==> config.mk <==
export PLATFORM = sky130hd
export DESIGN_NAME = prog_loader_rx
export DESIGN_NICKNAME = d
export VERILOG_FILES = /design/src/rtl/prog_loader_rx_pkg.sv /design/src/rtl/prog_loader_rx_uart_rx_byte.sv /design/src/rtl/prog_loader_rx.sv
export SDC_FILE = /design/constraint.sdc
export NUM_CORES = 1
export LEC_CHECK = 0
export ABC_AREA = 1
export BUFFER_PORTS_ARGS = -buffer_cell sky130_fd_sc_hd__buf_2
export CAP_MARGIN = 20
export CORE_MARGIN = 2
export CORE_UTILIZATION = 54
export CTS_CLUSTER_DIAMETER = 150
export DETAILED_ROUTE_END_ITERATION = 16
export PLACE_DENSITY = 0.79
export REMOVE_ABC_BUFFERS = 1
export SETUP_SLACK_MARGIN = 0.2
export SLEW_MARGIN = 20
export SYNTH_ARGS = -nofsm -noshare
export SYNTH_HDL_FRONTEND = slang
export SYNTH_SLANG_ARGS = --single-unit
export TNS_END_PERCENT = 20
==> constraint.sdc <==
create_clock -name clk -period 9.75 [get_ports clk]
set_clock_uncertainty 0.05 [all_clocks]
set_input_delay 0.975 -clock clk [delete_from_list [all_inputs] [get_ports clk]]
set_output_delay 0.975 -clock clk [all_outputs]
set_load 0.02 [all_outputs]
==> src/rtl/prog_loader_rx_pkg.sv <==
// Shared encodings and constants for the serial program loader.
// The byte receiver and the image loader both import this package.
package prog_loader_rx_pkg;

  typedef enum logic [1:0] {
    RX_IDLE,
    RX_START,
    RX_DATA,
    RX_STOP
  } rx_state_t;

  typedef enum logic [2:0] {
    LD_LEN,
    LD_LOAD,
    LD_PAD,
    LD_LINE_WR,
    LD_DONE
  } ld_state_t;

  localparam int LEN_BYTES  = 4;
  localparam int LINE_BYTES = 16;

  // Place byte b into lane pos of a little-endian 32-bit word.
  function automatic logic [31:0] insert_byte(input logic [31:0] w,
                                              input logic [1:0]  pos,
                                              input logic [7:0]  b);
    logic [31:0] r;
    r = w;
    r[{pos, 3'b000} +: 8] = b;
    return r;
  endfunction

endpackage

==> src/rtl/prog_loader_rx_uart_rx_byte.sv <==
// UART 8N1 byte receiver: 2-flop synchronizer, start-bit qualification,
// mid-bit sampling and stop-bit check with a one-cycle byte_valid strobe.
module uart_rx_byte
  import prog_loader_rx_pkg::*;
#(
  parameter int CLKS_PER_BIT = 868
) (
  input  logic       clk,
  input  logic       reset,
  input  logic       rxd,
  output logic       byte_valid,
  output logic [7:0] byte_data,
  output logic       frame_err
);

  localparam int CW = $clog2(CLKS_PER_BIT);
  localparam logic [CW-1:0] HALF = CW'(CLKS_PER_BIT / 2 - 1);
  localparam logic [CW-1:0] FULL = CW'(CLKS_PER_BIT - 1);

  logic [1:0]    sync;
  logic          rx;
  logic          rx_prev;
  rx_state_t     state;
  rx_state_t     state_next;
  logic [CW-1:0] cnt;
  logic [2:0]    bit_idx;
  logic [7:0]    shreg;
  logic          brk;
  logic          tick_half;
  logic          tick_full;
  logic          stop_sample;

  assign rx          = sync[1];
  assign tick_half   = (cnt == HALF);
  assign tick_full   = (cnt == FULL);
  assign stop_sample = (state == RX_STOP) && !brk && tick_full;

  always_ff @(posedge clk or posedge reset) begin
    if (reset) state <= RX_IDLE;
    else       state <= state_next;
  end

  always_comb begin
    state_next = state;
    unique case (state)
      RX_IDLE:  if (rx_prev && !rx) state_next = RX_START;
      RX_START: if (tick_half) state_next = rx ? RX_IDLE : RX_DATA;
      RX_DATA:  if (tick_full && bit_idx == 3'd7) state_next = RX_STOP;
      // After a bad stop bit, hold here until the line returns high.
      RX_STOP:  if ((brk || tick_full) && rx) state_next = RX_IDLE;
      default:  state_next = RX_IDLE;
    endcase
  end

  always_comb begin
    byte_valid = stop_sample && rx;
    frame_err  = stop_sample && !rx;
    byte_data  = shreg;
  end

  always_ff @(posedge clk or posedge reset) begin
    if (reset) begin
      sync    <= 2'b11;
      rx_prev <= 1'b1;
      cnt     <= '0;
      bit_idx <= '0;
      shreg   <= '0;
      brk     <= 1'b0;
    end else begin
      sync    <= {sync[0], rxd};
      rx_prev <= rx;
      if (state_next != state || (state == RX_DATA && tick_full)) cnt <= '0;
      else cnt <= cnt + 1'b1;
      if (state == RX_START) bit_idx <= '0;
      if (state == RX_DATA && tick_full) begin
        shreg   <= {rx, shreg[7:1]};
        bit_idx <= bit_idx + 1'b1;
      end
      if (frame_err) brk <= 1'b1;
      else if (state_next == RX_IDLE) brk <= 1'b0;
    end
  end

endmodule

==> src/rtl/prog_loader_rx.sv <==
// Serial program loader: decodes a length-prefixed UART image into 32-bit
// data-memory writes and 128-bit instruction-line writes.
module prog_loader_rx
  import prog_loader_rx_pkg::*;
#(
  parameter int CLKS_PER_BIT = 868,
  parameter int ADDR_LEN     = 32
) (
  input  logic                clk,
  input  logic                reset,
  input  logic                rxd,
  output logic [ADDR_LEN-1:0] addr,
  output logic [127:0]        data,
  output logic                we_32,
  output logic                we_128,
  output logic                done,
  output logic                err
);

  localparam logic [1:0]          LEN_LAST  = 2'(LEN_BYTES - 1);
  localparam logic [1:0]          WORD_LAST = 2'(LINE_BYTES / 4 - 1);
  localparam logic [ADDR_LEN-1:0] LINE_OFS  = ADDR_LEN'(LINE_BYTES - 4);
  localparam logic [ADDR_LEN-1:0] WORD_STEP = ADDR_LEN'(4);

  logic                byte_valid;
  logic [7:0]          byte_data;
  logic                frame_err;
  ld_state_t           state;
  ld_state_t           state_next;
  logic [31:0]         len;
  logic [31:0]         len_next;
  logic [1:0]          len_idx;
  logic [31:0]         count;
  logic [31:0]         word_buf;
  logic [31:0]         new_word;
  logic [1:0]          byte_pos;
  logic [1:0]          word_idx;
  logic [ADDR_LEN-1:0] word_addr;
  logic                last_byte;
  logic                accept_len;
  logic                accept_byte;
  logic                emit_word;
  logic                shift_pad;
  logic                line_wr;

  uart_rx_byte #(.CLKS_PER_BIT(CLKS_PER_BIT)) u_rx (
    .clk        (clk),
    .reset      (reset),
    .rxd        (rxd),
    .byte_valid (byte_valid),
    .byte_data  (byte_data),
    .frame_err  (frame_err)
  );

  assign len_next  = {byte_data, len[31:8]};
  assign new_word  = insert_byte(word_buf, byte_pos, byte_data);
  assign last_byte = (count + 32'd1 == len);

  always_ff @(posedge clk or posedge reset) begin
    if (reset) state <= LD_LEN;
    else       state <= state_next;
  end

  always_comb begin
    state_next = state;
    unique case (state)
      LD_LEN:
        if (byte_valid && len_idx == LEN_LAST)
          state_next = (len_next == '0) ? LD_DONE : LD_LOAD;
      LD_LOAD:
        if (byte_valid && (byte_pos == 2'd3 || last_byte)) begin
          if (word_idx == WORD_LAST) state_next = LD_LINE_WR;
          else if (last_byte)        state_next = LD_PAD;
        end
      LD_PAD:     if (word_idx == WORD_LAST) state_next = LD_LINE_WR;
      LD_LINE_WR: state_next = (count == len) ? LD_DONE : LD_LOAD;
      LD_DONE:    state_next = LD_DONE;
      default:    state_next = LD_LEN;
    endcase
  end

  always_comb begin
    accept_len  = (state == LD_LEN) && byte_valid;
    accept_byte = (state == LD_LOAD) && byte_valid;
    emit_word   = accept_byte && (byte_pos == 2'd3 || last_byte);
    shift_pad   = (state == LD_PAD);
    line_wr     = (state == LD_LINE_WR);
  end

  always_ff @(posedge clk or posedge reset) begin
    if (reset) begin
      addr      <= '0;
      data      <= '0;
      we_32     <= 1'b0;
      we_128    <= 1'b0;
      done      <= 1'b0;
      err       <= 1'b0;
      len       <= '0;
      len_idx   <= '0;
      count     <= '0;
      word_buf  <= '0;
      byte_pos  <= '0;
      word_idx  <= '0;
      word_addr <= '0;
    end else begin
      we_32  <= emit_word;
      we_128 <= line_wr;
      if (frame_err && state != LD_DONE) err <= 1'b1;
      if (accept_len) begin
        len     <= len_next;
        len_idx <= len_idx + 1'b1;
        if (len_idx == LEN_LAST && len_next == '0) done <= 1'b1;
      end
      if (accept_byte) begin
        count <= count + 32'd1;
        if (emit_word) begin
          word_buf <= '0;
          byte_pos <= '0;
          data     <= {new_word, data[127:32]};
          addr     <= word_addr;
          word_idx <= word_idx + 1'b1;
          if (word_idx != WORD_LAST) word_addr <= word_addr + WORD_STEP;
        end else begin
          word_buf <= new_word;
          byte_pos <= byte_pos + 1'b1;
        end
      end
      // Zero words complete a partial line; no data-memory write for them.
      if (shift_pad) begin
        data     <= {32'd0, data[127:32]};
        word_idx <= word_idx + 1'b1;
        if (word_idx != WORD_LAST) word_addr <= word_addr + WORD_STEP;
      end
      if (line_wr) begin
        addr      <= word_addr - LINE_OFS;
        word_addr <= word_addr + WORD_STEP;
      end
      if (state == LD_DONE) done <= 1'b1;
    end
  end

endmodule

======== After elaboration in Yosys (flattened, before gate mapping) ========
Cells that the tools add are included.
Widths: inputs -> output; s select.
word-level totals
  register bits after elaboration ......... 328
  bits of input ports ..................... 3
  logic and storage cells ................. 130
operators by class
  add/subtract/negate cells ............... 9
  equal/unequal tests ..................... 22
  shifts and indexed selects .............. 2
  mux-type cells .......................... 40
  reductions and logical operators ........ 36
operators by type and width
  kind                    number
  $mux 128                3
  $mux 32                 10
  $eq 32x32->1            2
  $add 32x1->32 const B   1
  $add 32x3->32 const B   1
  $bwmux 32               1
  $logic_not 32->1        1
  $shift 8x7->32 const A  1
  $shiftx 8x7->32         1
  $sub 32x4->32 const B   1
  $mux 3                  9
  $mux 2                  9
  $reduce_bool 2->1       8
  $logic_and 1x1->1       15
  $pmux 3 s5              1
  $add 10x1->10 const B   1
  $eq 10x10->1 const B    1
  $eq 10x9->1 const B     1
  $eq 2x2->1 const B      5
  $mux 10                 1
  $pmux 2 s4              1
  $neg 5->7               1
  $add 2x1->2 const B     3
  $eq 3x2->1 const B      2
  15 further kinds        29

======== Logic depth before layout (Yosys ltp) ========
Gate-level depths: netlist of the first run.
  depth in word-level cells ............... 11
  gate-level depth with buffers ........... 22
  mapped depth without buffers ............ 21

======== Hierarchy ========
A second synthesis of the first run with hierarchy kept.
unflattened totals
  cell total of the unflattened synthesis .. 2225
  area, all modules ....................... 17030.1 µm²
by module, submodules not included
  module          times used  cells each  area an instance (µm²)
  prog_loader_rx  1           2084        15746.4
  uart_rx_byte    1           141         1283.7

======== Least setup slack after synthesis of the first run ========
Ideal clock, no wire load.
  path type ............................... reg-to-reg
  start ................................... register count[1]
  end ..................................... register with a tool-made name
  setup time .............................. 0.119 ns
  arrival ................................. 2.353 ns
  setup slack ............................. 7.229 ns
  stages on the path, launching flop included .. 22
  clock period less this slack ............ 2.521 ns
  cells stage by stage .................... dfrtp_1 > ha_1 > nand2_4 > nor2_8 > nand2_1 > nor2_4 > nand2_1 > nand2_1 > nand2_1 > inv_1 > nand2_1 > nor2_1 > nand2_1 > nor2_2 > nand3_1 > nand2_2 > buf_6 > nand3_2 > buf_6 > buf_6 > nand3_1 > nand2_1
RTL lines
  what                      line                   RTL
  start: declaration        prog_loader_rx.sv:33   logic [31:0] count;
  start signal: assignment  prog_loader_rx.sv:115  count <= count + 32'd1;

======== Worst setup path after layout of the first run ========
  start ................................... register count[1]
  end ..................................... register word_idx[0]
on the way
  word-level cells in the longest chain between the ends .. 6
RTL lines
  what                                line                   RTL
  $add 32x1->32                       prog_loader_rx.sv:57   assign last_byte = (count + 32'd1 == len);
  $eq 32x32->1                        prog_loader_rx.sv:57
  $logic_or 1x1->1                    prog_loader_rx.sv:85   emit_word = accept_byte && (byte_pos == 2'd3 || last_byte);
  $logic_and 1x1->1                   prog_loader_rx.sv:85
  $reduce_bool 2->1 (no source line)  --
  $reduce_and 2->1 (no source line)   --
  end signal: assignment              prog_loader_rx.sv:121  word_idx <= word_idx + 1'b1;
  end signal: assignment              prog_loader_rx.sv:131  word_idx <= word_idx + 1'b1;
  end: declaration                    prog_loader_rx.sv:37   logic [1:0] word_idx;
No other way between the ends.
A chain may end at the register's enable or synchronous reset.

==> summary.md, run 1 <==
| Metric | Value |
|---|---|
| Synth top area cells | `dfrtp_1, nand2_1, nand3_1, nor2_1, inv_1` |
| H-tree levels | `2` |
| Max-slew violation total from the final report | `0` |
| Post-Synth Simple-Gate Area | `34.3%` |
| Largest net degree at the start of global routing | `119` |
| Final WS setup | `4.24 ns` |
| Maximum vdd drop | `0.000113 V` |
| Syn-to-layout area delta | `12.3%` |
| Leakage dissipation | `0.0104 uW` |
| Arrival time at the worst endpoint | `5.79 ns` |
| Ys flop type | `dfrtp_1` |
| Family with the most delay on the worst path | `simple AND/OR/NAND/NOR gates` |
| CP Class | `reg -> reg` |
| Critical Path Fanout Max | `99` |
| Total of max-cap violations | `0` |
| Compound-Gate Fraction of Synth Area | `6.86%` |
| Final WL | `46400 um` |
| Post-CTS Resized | `0` |
| Switching Fraction | `22.0%` |
| Half-perimeter wire length after placement | `31000 um` |
| Synth Warn # | `0` |
| DR WL/cell | `16.3 um` |
| Clk buf depth | `3` |
| CTS tree | `yes` |
| CTS Buf Count | `36` |
| Post-Synth Adder-Cell Area | `0.932%` |
| Synth top area share | `46.0%` |
| Relative slew slack | `32.1%` |
| Flops & latches, synth | `324` |
| Initial antenna violation count | `1` |
| Hold Vio Cnt, Final | `0` |
| I/O pins | `167` |
| WP buf/inv | `1` |
| Mux cell area share after synthesis | `0.0645%` |
| Count leader, synth | `nand2_1` |
| RePlAce Congestion | `1.03` |
| Worst-Margin Slew | `1.02 ns` |
| PortBufs | `164` |
| First-pass GRT wire length | `77300 um` |
| Critical path startpoint category | `flip-flop` |
| # rows | `65` |
| Fin nets | `2431` |
| Int Power | `2230 uW` |
| Unrepaired setup endpoints after global routing | `no` |
| Hold WC Path Type | `reg -> reg` |
| Final setup vio count | `0` |
| Vias per cell | `5.65` |
| Seq/Total Area, Yosys | `46.5%` |
| Combinational group share of total power | `3.1%` |
| Clock Power Share | `49.2%` |
| DR vias | `16100` |
| Async SR Flop Fraction | `100%` |
| CTS Sinks | `324` |
| Die area | `33800 um^2` |
| Worst path cell trace | `ha_1 -> nand2_4 -> nor2_8 -> nand2_1 -> nor2_4 -> nand3_1 -> nand2_1 -> nand2_1 -> o21ai_1 -> a21oi_2 -> nand3_1 -> nand2_2 -> nand2_4 -> buf_4 -> nand2_4 -> xor2_1` |
| Layout cells sized above 1 | `11.4%` |
| Fmax | `182 MHz` |
| Post-synthesis cell area | `17500 um^2` |
| Net switching power | `632 uW` |
| Clock-pin slew on the worst setup and hold paths | `0.06 ns` |
| Vias in the first global route | `15400` |
| Final period util | `56.5%` |
| Worst path required time | `10.04 ns` |
| CP max stage cell | `nand2_4` |
| Initial core utilization | `55.0%` |
| Number of remaining DRC errors | `0` |
| Top cells by count, synth | `nand2_1, dfrtp_1, nand3_1` |
| Die Y-Extent | `184 um` |
| Clk Tree Root Cell | `clkbuf_16` |
| Core area | `31700 um^2` |
| Total congestion overflow | `0` |
| Distinct cells, synth | `48` |
| Minimum clock period | `5.51 ns` |
| N_diodes | `0` |
| Xor and xnor fraction of the mapped netlist area | `4.26%` |
| EDFF count, synth | `0` |
| Later-pin clock latency in the skew report | `0.53 ns` |
| Detailed Route Iter0 Violations | `1759` |
| GRT Total Usage | `27.8%` |
| Drt first pass iters | `5` |
| Placement Setup Slack | `4.37 ns` |
| Reg power frac | `47.7%` |
| Die W | `184 um` |
| Antenna-violating nets left | `0` |
| Mapped Avg Cell Area | `7.52 um^2` |
| Post-Synthesis Cells | `2323` |
| Pwr Density | `146 nW/um^2` |
| Setup bufs post-CTS | `0` |
| Outcome | `finished clean` |
| Yosys top cell by area | `dfrtp_1` |
| Hold Slack | `0.305 ns` |
| Main combinational cell family by area after synthesis | `simple AND/OR/NAND/NOR gates` |
| Critical Path Sink Type | `flip-flop` |
| Max stage delay on crit path | `1.00 ns` |
| Hold_buf cts | `0` |
-- cell usage in the layout, fill, tap and decap left out, types with 3 or more instances in the layout --
| cell type | count |
|---|---|
| ha_1 | 13 |
| a21oi_1 | 20 |
| nor2_1 | 232 |
| o2111ai_1 | 3 |
| clkbuf_1 | 10 |
| dfstp_2 | 3 |
| or2_2 | 3 |
| xnor2_1 | 28 |
| nor2_4 | 6 |
| o21bai_1 | 17 |
| clkbuf_8 | 5 |
| o22ai_1 | 18 |
| nand3b_1 | 5 |
| xor2_1 | 57 |
| nand2_1 | 718 |
| a22oi_1 | 14 |
| o31ai_1 | 15 |
| o21ai_0 | 98 |
| nor2_8 | 3 |
| nand3_2 | 3 |
| bufinv_16 | 5 |
| o21ai_1 | 11 |
| nor3b_1 | 3 |
| clkbuf_16 | 36 |
| inv_2 | 4 |
| nor4_1 | 14 |
| nand2_4 | 5 |
| or2_1 | 3 |
| nand2_2 | 6 |
| buf_4 | 11 |
| nor2_2 | 9 |
| nand3_1 | 305 |
| buf_2 | 164 |
| nand4_1 | 32 |
| inv_1 | 178 |
| nor3_1 | 35 |
| dfrtp_1 | 321 |
-- routing by layer --
metal  vias up  part of all wire (%)  global-route usage [%]
met5         -                 0.028                       0
met4         2                   2.5                    8.22
met3       100                   7.8                    5.21
met2       680                    47                    44.9
met1      7618                    43                    38.4
li1       7657                     -                       -
-- power by group through the flow --
stage	Sequential, uW	Combinational [uW]	Clock [uW]
4_1_cts	1370	90.8	1430
3_5_place_dp	1390	90.6	0
5_1_grt	1370	105	1490
3_3_place_gp	1390	86.1	0
2_1_floorplan	1390	67.9	0
6_report	1370	89.7	1410
-- worst paths after layout --
kind,slack (ns),cells past startpoint,to,start
max,4.24,16,word_idx[0]$_DFFE_PP0P_,count[1]$_DFFE_PP0P_
min,0.31,0,u_rx.sync[1]$_DFF_PP1_,u_rx.sync[0]$_DFF_PP1_
max reg2reg,4.24,16,word_idx[0]$_DFFE_PP0P_,count[1]$_DFFE_PP0P_
min reg2reg,0.31,0,u_rx.sync[1]$_DFF_PP1_,u_rx.sync[0]$_DFF_PP1_
max in group asynchronous,6.80,4,data[27]$_DFFE_PP0P_,reset
min in group asynchronous,0.56,2,len[1]$_DFFE_PP0P_,reset
-- registers in the layout, indices dropped and copies added, names as in the netlist, named ones only --
name and count:
we_32 1, word_buf 32, state 3, u_rx.bit_idx 3
u_rx.brk 1, we_128 1, byte_pos 2, done 1
u_rx.state 2, u_rx.sync 2, len_idx 2, u_rx.cnt 10
addr 30, err 1, u_rx.byte_data 8, data 128
len 32, word_idx 2, count 32, u_rx.rx_prev 1
-- kinds of logic (layout without fill, tap and decap cells) --
family                     Yosys count  count (layout)
and+or+nand+nor                   1386            1386
other                                1               2
AOI/OAI and AO/OA                  204             204
xor gates and xnor gates            85              85
muxes                                1               1
adders and majority gates           13              13
DFF                                324             324
buffers and inverters              309             425
-- stage by stage --
step / std cells / power, uW / cell area (um^2) / utilization (%) / TNS, ns
2_1_floorplan: 2201 / 1460 / 16900 / - / -76.95
3_3_place_gp: 2778 / 1470 / 18300 / 57.8 / 0
3_5_place_dp: 2779 / 1480 / 18400 / 57.9 / 0
4_1_cts: 2842 / 2890 / 19600 / 61.8 / 0
5_1_grt: 2842 / 2960 / 19600 / 61.8 / 0
6_report: 2842 / 2870 / 19600 / 61.8 / 0
-- area by class of cell --
type,instances,area [um^2]
clock buffer,51,1010
timing repair buffer,176,931
sequential,324,8110
tap,402,503
inverter,186,708
fill,2759,12100
clock inverter,12,223
multi-input combinational,1691,8130
Note: power is estimated with default switching activity, not from simulation.
==> inputs of run 2 (changes only) <==
==> constraint.sdc (replaced) <==
create_clock -name clk -period 4.6 [get_ports clk]
set_clock_uncertainty 0.05 [all_clocks]
set_input_delay 0.46 -clock clk [delete_from_list [all_inputs] [get_ports clk]]
set_output_delay 0.46 -clock clk [all_outputs]
set_load 0.02 [all_outputs]
==> summary.md, run 2 (synthesized netlist as in run 1, its figures left out) <==
| Metric | Value |
|---|---|
| Max FFs per register | `128 (unchanged)` |
| Final std cells w/o fill | `2842 (unchanged)` |
| Vias in the first global route | `15000 (was 15400)` |
| Family with the most delay on the worst path | `simple AND/OR/NAND/NOR gates (unchanged)` |
| Most common cell after layout, fill and taps aside | `nand2_1 (unchanged)` |
| Max-slew violation total from the final report | `0 (unchanged)` |
| Syn-to-layout area delta | `12.1% (was 12.3%)` |
| Fin nets | `2434 (was 2431)` |
| Leakage dissipation | `0.0104 uW (about the same)` |
| Clk buf depth | `3 (unchanged)` |
| Minimum clock period | `3.93 ns (was 5.51 ns)` |
| Critical Path Sink Type | `flip-flop (unchanged)` |
| Die area | `33800 um^2 (unchanged)` |
| Initial antenna violation count | `0 (was 1)` |
| Die W | `184 um (unchanged)` |
| Hold_buf cts | `1 (was 0)` |
| Final setup vio count | `0 (unchanged)` |
| Worst-Margin Slew | `1.01 ns (was 1.02 ns)` |
| Final period util | `85.4% (was 56.5%)` |
| GRT Total Usage | `27.2% (was 27.8%)` |
| Final core occ | `61.7% (was 61.8%)` |
| CTS Sinks | `324 (unchanged)` |
| Final WS setup | `0.672 ns (was 4.24 ns)` |
| WP buf/inv | `3 (was 1)` |
| Clk Tree Root Cell | `clkbuf_16 (unchanged)` |
| Worst path cell trace | `ha_1 -> nand2_4 -> nor2_8 -> nand2_1 -> nor2_4 -> nand2_1 -> nand2_1 -> nand2_1 -> inv_1 -> nand2_1 -> nor2_1 -> nand2_1 -> nor2_2 -> nand3_1 -> nand2_2 -> buf_4 -> inv_2 -> nor2_1 -> nand3_1 -> nand2_1 (was ha_1 -> nand2_4 -> nor2_8 -> nand2_1 -> nor2_4 -> nand3_1 -> nand2_1 -> nand2_1 -> o21ai_1 -> a21oi_2 -> nand3_1 -> nand2_2 -> nand2_4 -> buf_4 -> nand2_4 -> xor2_1)` |
| Maximum vdd drop | `0.000225 V (was 0.000113 V)` |
| First-pass GRT wire length | `75800 um (was 77300 um)` |
| Detailed Route Iter0 Violations | `1413 (was 1759)` |
| Setup bufs post-CTS | `0 (unchanged)` |
| CP Class | `reg -> reg (unchanged)` |
| Critical path startpoint category | `flip-flop (unchanged)` |
| Vias per cell | `5.59 (was 5.65)` |
| Relative slew slack | `32.8% (was 32.1%)` |
| Largest Register | `data (unchanged)` |
| Hold WC Path Type | `in -> async (was reg -> reg)` |
| Hold Vio Cnt, Final | `0 (unchanged)` |
| Total congestion overflow | `0 (unchanged)` |
| Post-CTS Resized | `0 (unchanged)` |
| Antenna-violating nets left | `0 (unchanged)` |
| Later-pin clock latency in the skew report | `0.53 ns (about the same)` |
| Most frequent cells in the layout | `nand2_1, dfrtp_1, nand3_1 (unchanged)` |
| Largest net degree at the start of global routing | `135 (was 119)` |
| Drt first pass iters | `6 (was 5)` |
| Cell count after placement | `2782 (was 2779)` |
| Placement Setup Slack | `0.674 ns (was 4.37 ns)` |
| Pwr Density | `301 nW/um^2 (was 146 nW/um^2)` |
| RePlAce Congestion | `0.965 (was 1.03)` |
| Unrepaired setup endpoints after global routing | `no (unchanged)` |
| I/O pins | `167 (unchanged)` |
| Worst path most repeated cell | `nand2_1` |
| Max stage delay on crit path | `0.74 ns (was 1.00 ns)` |
| Arrival time at the worst endpoint | `4.35 ns (was 5.79 ns)` |
| Layout cells sized above 1 | `11.6% (was 11.4%)` |
| Outcome | `finished clean (unchanged)` |
| Initial core utilization | `55.0% (unchanged)` |
| PortBufs | `164 (unchanged)` |
| DR vias | `15900 (was 16100)` |
| Fmax | `255 MHz (was 182 MHz)` |
| Critical Path Fanout Max | `38 (was 99)` |
| Die Y-Extent | `184 um (unchanged)` |
| DR WL/cell | `16.0 um (was 16.3 um)` |
| Half-perimeter wire length after placement | `30800 um (was 31000 um)` |
| CTS Buf Count | `35 (was 36)` |
| Number of remaining DRC errors | `0 (unchanged)` |
| CTS tree | `yes (unchanged)` |
| Worst path required time | `5.02 ns (was 10.04 ns)` |
| Total of max-cap violations | `0 (unchanged)` |
| # rows | `65 (unchanged)` |
| Final WL | `45500 um (was 46400 um)` |
| H-tree levels | `2 (unchanged)` |
| CP max stage cell | `nor2_1 (was nand2_4)` |
| Clock-pin slew on the worst setup and hold paths | `0.06 ns (about the same)` |
| N_diodes | `0 (unchanged)` |
| Core area | `31700 um^2 (unchanged)` |
## run 2: routing by layer
layer,up-vias,global-route usage (%),share of wire [%]
li1,7673,-,-
met1,7543,38.1,45
met2,591,44.1,47
met3,89,3.72,6.6
met4,0,8.16,2.4
met5,-,0,0
## run 2: final cells by class
type	instances	area, um^2
clock inverter	12	151
timing repair buffer	180	985
multi-input combinational	1691	8120
fill	2752	12100
clock buffer	47	991
sequential	324	8110
inverter	186	708
tap	402	503
## run 2: through the flow
stage               hold slack, ns  total power [uW]  setup TNS [ns]  area (um^2)
floorplan                    0.295              3090        -1588.86        16900
global placement             0.297              3130               0        18400
detailed placement           0.301              3140               0        18400
CTS                          0.140              5950               0        19600
global route                 0.175              6100               0        19600
finish                      0.0819              5890               0        19600
## run 2: path summary, 6_finish.rpt
check,start,endpoint,slack (ns),cells after the start
worst min register to register,u_rx.sync[0]$_DFF_PP1_,u_rx.sync[1]$_DFF_PP1_,0.31,0
max in group asynchronous,reset,word_buf[1]$_DFFE_PP0P_,3.31,3
worst min-delay path,reset,data[19]$_DFFE_PP0P_,0.08,2
min in group clk,u_rx.sync[0]$_DFF_PP1_,u_rx.sync[1]$_DFF_PP1_,0.31,0
worst max-delay path,count[0]$_DFFE_PP0P_,data[127]$_DFFE_PP0P_,0.67,20
worst max register to register,count[0]$_DFFE_PP0P_,data[127]$_DFFE_PP0P_,0.67,20
## run 2: report_power, final
group          internal, uW  switching [uW]  total [uW]
Clock                  1640            1170        2810
Combinational          44.3             145         189
Sequential             2870            20.6        2890
Total                  4560            1340        5890
==> inputs of run 3 (changes only) <==
--- a/config.mk
+++ b/config.mk
@@ -8,6 +8,7 @@
 export ABC_AREA = 1
 export BUFFER_PORTS_ARGS = -buffer_cell sky130_fd_sc_hd__buf_2
 export CAP_MARGIN = 20
+export CORE_ASPECT_RATIO = 0.8
 export CORE_MARGIN = 2
 export CORE_UTILIZATION = 54
 export CTS_CLUSTER_DIAMETER = 150
==> summary.md, run 3 (synthesized netlist as in run 1, its figures left out) <==
| Metric | Value |
|---|---|
| Clock-pin slew on the worst setup and hold paths | `0.06 ns (about the same)` |
| CTS Sinks | `324 (unchanged)` |
| Unrepaired setup endpoints after global routing | `no (unchanged)` |
| Critical path startpoint category | `flip-flop (unchanged)` |
| Clk Tree Root Cell | `clkbuf_16 (unchanged)` |
| Die W | `205 um (was 184 um)` |
| Minimum clock period | `3.94 ns (was 3.93 ns)` |
| Critical Path Fanout Max | `105 (was 38)` |
| Leakage dissipation | `0.0104 uW (about the same)` |
| H-tree levels | `2 (unchanged)` |
| Worst path cell trace | `ha_1 -> nand2_4 -> nor2_8 -> nand2_4 -> nor2_8 -> nor2_1 -> nor2_1 -> nand2_1 -> nor2_1 -> nand2_1 -> nor2_2 -> nand3_1 -> nand2_2 -> nand2_8 -> nand2_4 -> buf_12 -> nand2_1 -> nand2_1 (was ha_1 -> nand2_4 -> nor2_8 -> nand2_1 -> nor2_4 -> nand2_1 -> nand2_1 -> nand2_1 -> inv_1 -> nand2_1 -> nor2_1 -> nand2_1 -> nor2_2 -> nand3_1 -> nand2_2 -> buf_4 -> inv_2 -> nor2_1 -> nand3_1 -> nand2_1)` |
| Hold Vio Cnt, Final | `0 (unchanged)` |
| Initial antenna violation count | `0 (unchanged)` |
| Final period util | `85.6% (was 85.4%)` |
| Max-slew violation total from the final report | `0 (unchanged)` |
| Fmax | `254 MHz (was 255 MHz)` |
| CP Class | `reg -> reg (unchanged)` |
| Largest Register | `data (unchanged)` |
| Die Y-Extent | `165 um (was 184 um)` |
| Core area | `31600 um^2 (was 31700 um^2)` |
| Initial core utilization | `55.2% (was 55.0%)` |
| Clock Power Share | `48.8% (was 47.7%)` |
| Die area | `33800 um^2 (about the same)` |
| Relative slew slack | `40.4% (was 32.8%)` |
| Area after DPL | `18500 um^2 (was 18400 um^2)` |
| Total of max-cap violations | `0 (unchanged)` |
| CTS tree | `yes (unchanged)` |
| Post-route cell area | `19700 um^2 (was 19600 um^2)` |
| Critical Path Sink Type | `flip-flop (unchanged)` |
| R2R Setup Slk | `0.66 ns (was 0.67 ns)` |
| Worst-Margin Slew | `0.885 ns (was 1.01 ns)` |
| Final WL | `47500 um (was 45500 um)` |
| Outcome | `finished clean (unchanged)` |
| Half-perimeter wire length after placement | `32400 um (was 30800 um)` |
| Fillers | `2779 (was 2752)` |
| Max FFs per register | `128 (unchanged)` |
| Pwr Density | `306 nW/um^2 (was 301 nW/um^2)` |
| Int Power | `4670 uW (was 4560 uW)` |
| Net switching power | `1370 uW (was 1340 uW)` |
| CTS Buf Count | `35 (unchanged)` |
| Hold WC Path Type | `in -> async (unchanged)` |
| Vias per cell | `5.62 (was 5.59)` |
| Maximum vdd drop | `0.000222 V (was 0.000225 V)` |
| CP max stage cell | `nand2_8 (was nor2_1)` |
| Later-pin clock latency in the skew report | `0.54 ns (was 0.53 ns)` |
| Drt first pass iters | `6 (unchanged)` |
| Max stage delay on crit path | `0.49 ns (was 0.74 ns)` |
| Fin nets | `2441 (was 2434)` |
| RePlAce Congestion | `0.963 (was 0.965)` |
| PortBufs | `164 (unchanged)` |
| Worst path required time | `5.03 ns (was 5.02 ns)` |
| Layout cells sized above 1 | `12.0% (was 11.6%)` |
| GRT Total Usage | `28.1% (was 27.2%)` |
| DR WL/cell | `16.5 um (was 16.0 um)` |
| Combinational group share of total power | `3.2% (about the same)` |
| TNS Setup | `0 ns (unchanged)` |
| DR vias | `16100 (was 15900)` |
| Detailed Route Iter0 Violations | `1707 (was 1413)` |
| Vias in the first global route | `15000 (about the same)` |
| Switching Fraction | `22.7% (about the same)` |
| Number of remaining DRC errors | `0 (unchanged)` |
| Most frequent cells in the layout | `nand2_1, dfrtp_1, nand3_1 (unchanged)` |
| Post-CTS Resized | `0 (unchanged)` |
| Antenna-violating nets left | `0 (unchanged)` |
| Clk buf depth | `3 (unchanged)` |
| Total congestion overflow | `0 (unchanged)` |
| Syn-to-layout area delta | `12.9% (was 12.1%)` |
| Final core occ | `62.3% (was 61.7%)` |
| Reg power frac | `47.9% (was 49.1%)` |
| Worst path most repeated cell | `nand2_1 (unchanged)` |
| Final setup vio count | `0 (unchanged)` |
| I/O pins | `167 (unchanged)` |
| # rows | `58 (was 65)` |
| Largest net degree at the start of global routing | `112 (was 135)` |
| Arrival time at the worst endpoint | `4.37 ns (was 4.35 ns)` |
| Most common cell after layout, fill and taps aside | `nand2_1 (unchanged)` |
| N_diodes | `0 (unchanged)` |
| First-pass GRT wire length | `77100 um (was 75800 um)` |
-- run 3: cell types whose count changed in the layout (fill, tap and decap cells not counted), sizes merged --
cell and delta:
clkbuf +3, clkinv +1, bufinv +1, inv -2, clkinvlp +2, buf +7
-- run 3: timing repair --
| action | 4_1_cts | 5_1_grt |
|---|---|---|
| hold endpoints to repair | 1 | 0 |
| setup buffers | 0 | 0 |
| hold buffers | 1 | 0 |
-- run 3: final cells by class --
type | instances | area [um^2] | share of cell area, %
tap | 420 | 526 | 2.66
clock buffer | 50 | 1030 | 5.23
timing repair buffer | 187 | 1020 | 5.18
clock inverter | 14 | 190 | 0.964
inverter | 186 | 708 | 3.59
sequential | 324 | 8110 | 41.1
multi-input combinational | 1691 | 8130 | 41.2
-- run 3: power by group through the flow --
stage                     Clock (uW)  Sequential, uW  Combinational [uW]
after floorplan                    0            2940                 144
after detailed placement           0            2940                 193
after global routing            3130            2900                 226
after CTS                       2990            2890                 196
after global placement             0            2940                 187
final                           2950            2890                 194
-- run 3: worst paths after layout --
| kind | startpoint | end | cells past startpoint |
|---|---|---|---|
| setup / recovery | count[1]$_DFFE_PP0P_ | data[17]$_DFFE_PP0P_ | 18 |
| hold / removal | reset | data[53]$_DFFE_PP0P_ | 2 |
| setup reg to reg | count[1]$_DFFE_PP0P_ | data[17]$_DFFE_PP0P_ | 18 |
| hold reg to reg | u_rx.sync[0]$_DFF_PP1_ | u_rx.sync[1]$_DFF_PP1_ | 0 |
| max in group asynchronous | reset | data[10]$_DFFE_PP0P_ | 3 |
| min in group clk | u_rx.sync[0]$_DFF_PP1_ | u_rx.sync[1]$_DFF_PP1_ | 0 |
-- run 3: critical path, delay by kind of cell (launching register included) --
kind / cells / cell delay, ns
buf+inv: 1 / 0.34
simple gates: 16 / 2.67
fa+ha+maj: 1 / 0.28
flops: 1 / 0.44
-- run 3: stage by stage --
stage / hold slack, ns / worst slack (ns) / total power, uW / std cells
CTS: 0.0498 / 0.706 / 6080 / 2872
detailed placement: 0.301 / 0.699 / 3140 / 2807
floorplan: 0.295 / -4.87 / 3090 / 2201
global route: 0.0666 / 0.317 / 6250 / 2872
global placement: 0.298 / 0.838 / 3130 / 2807
finish: 0.00127 / 0.663 / 6030 / 2872
-- run 3: per-layer routing --
metal	vias to the layer above	share of wire (%)	global-route usage, %
met4	0	2.0	7.98
met5	-	0	0
met2	651	44	42.9
met1	7735	46	40.9
li1	7686	-	-
met3	76	8.0	5.52
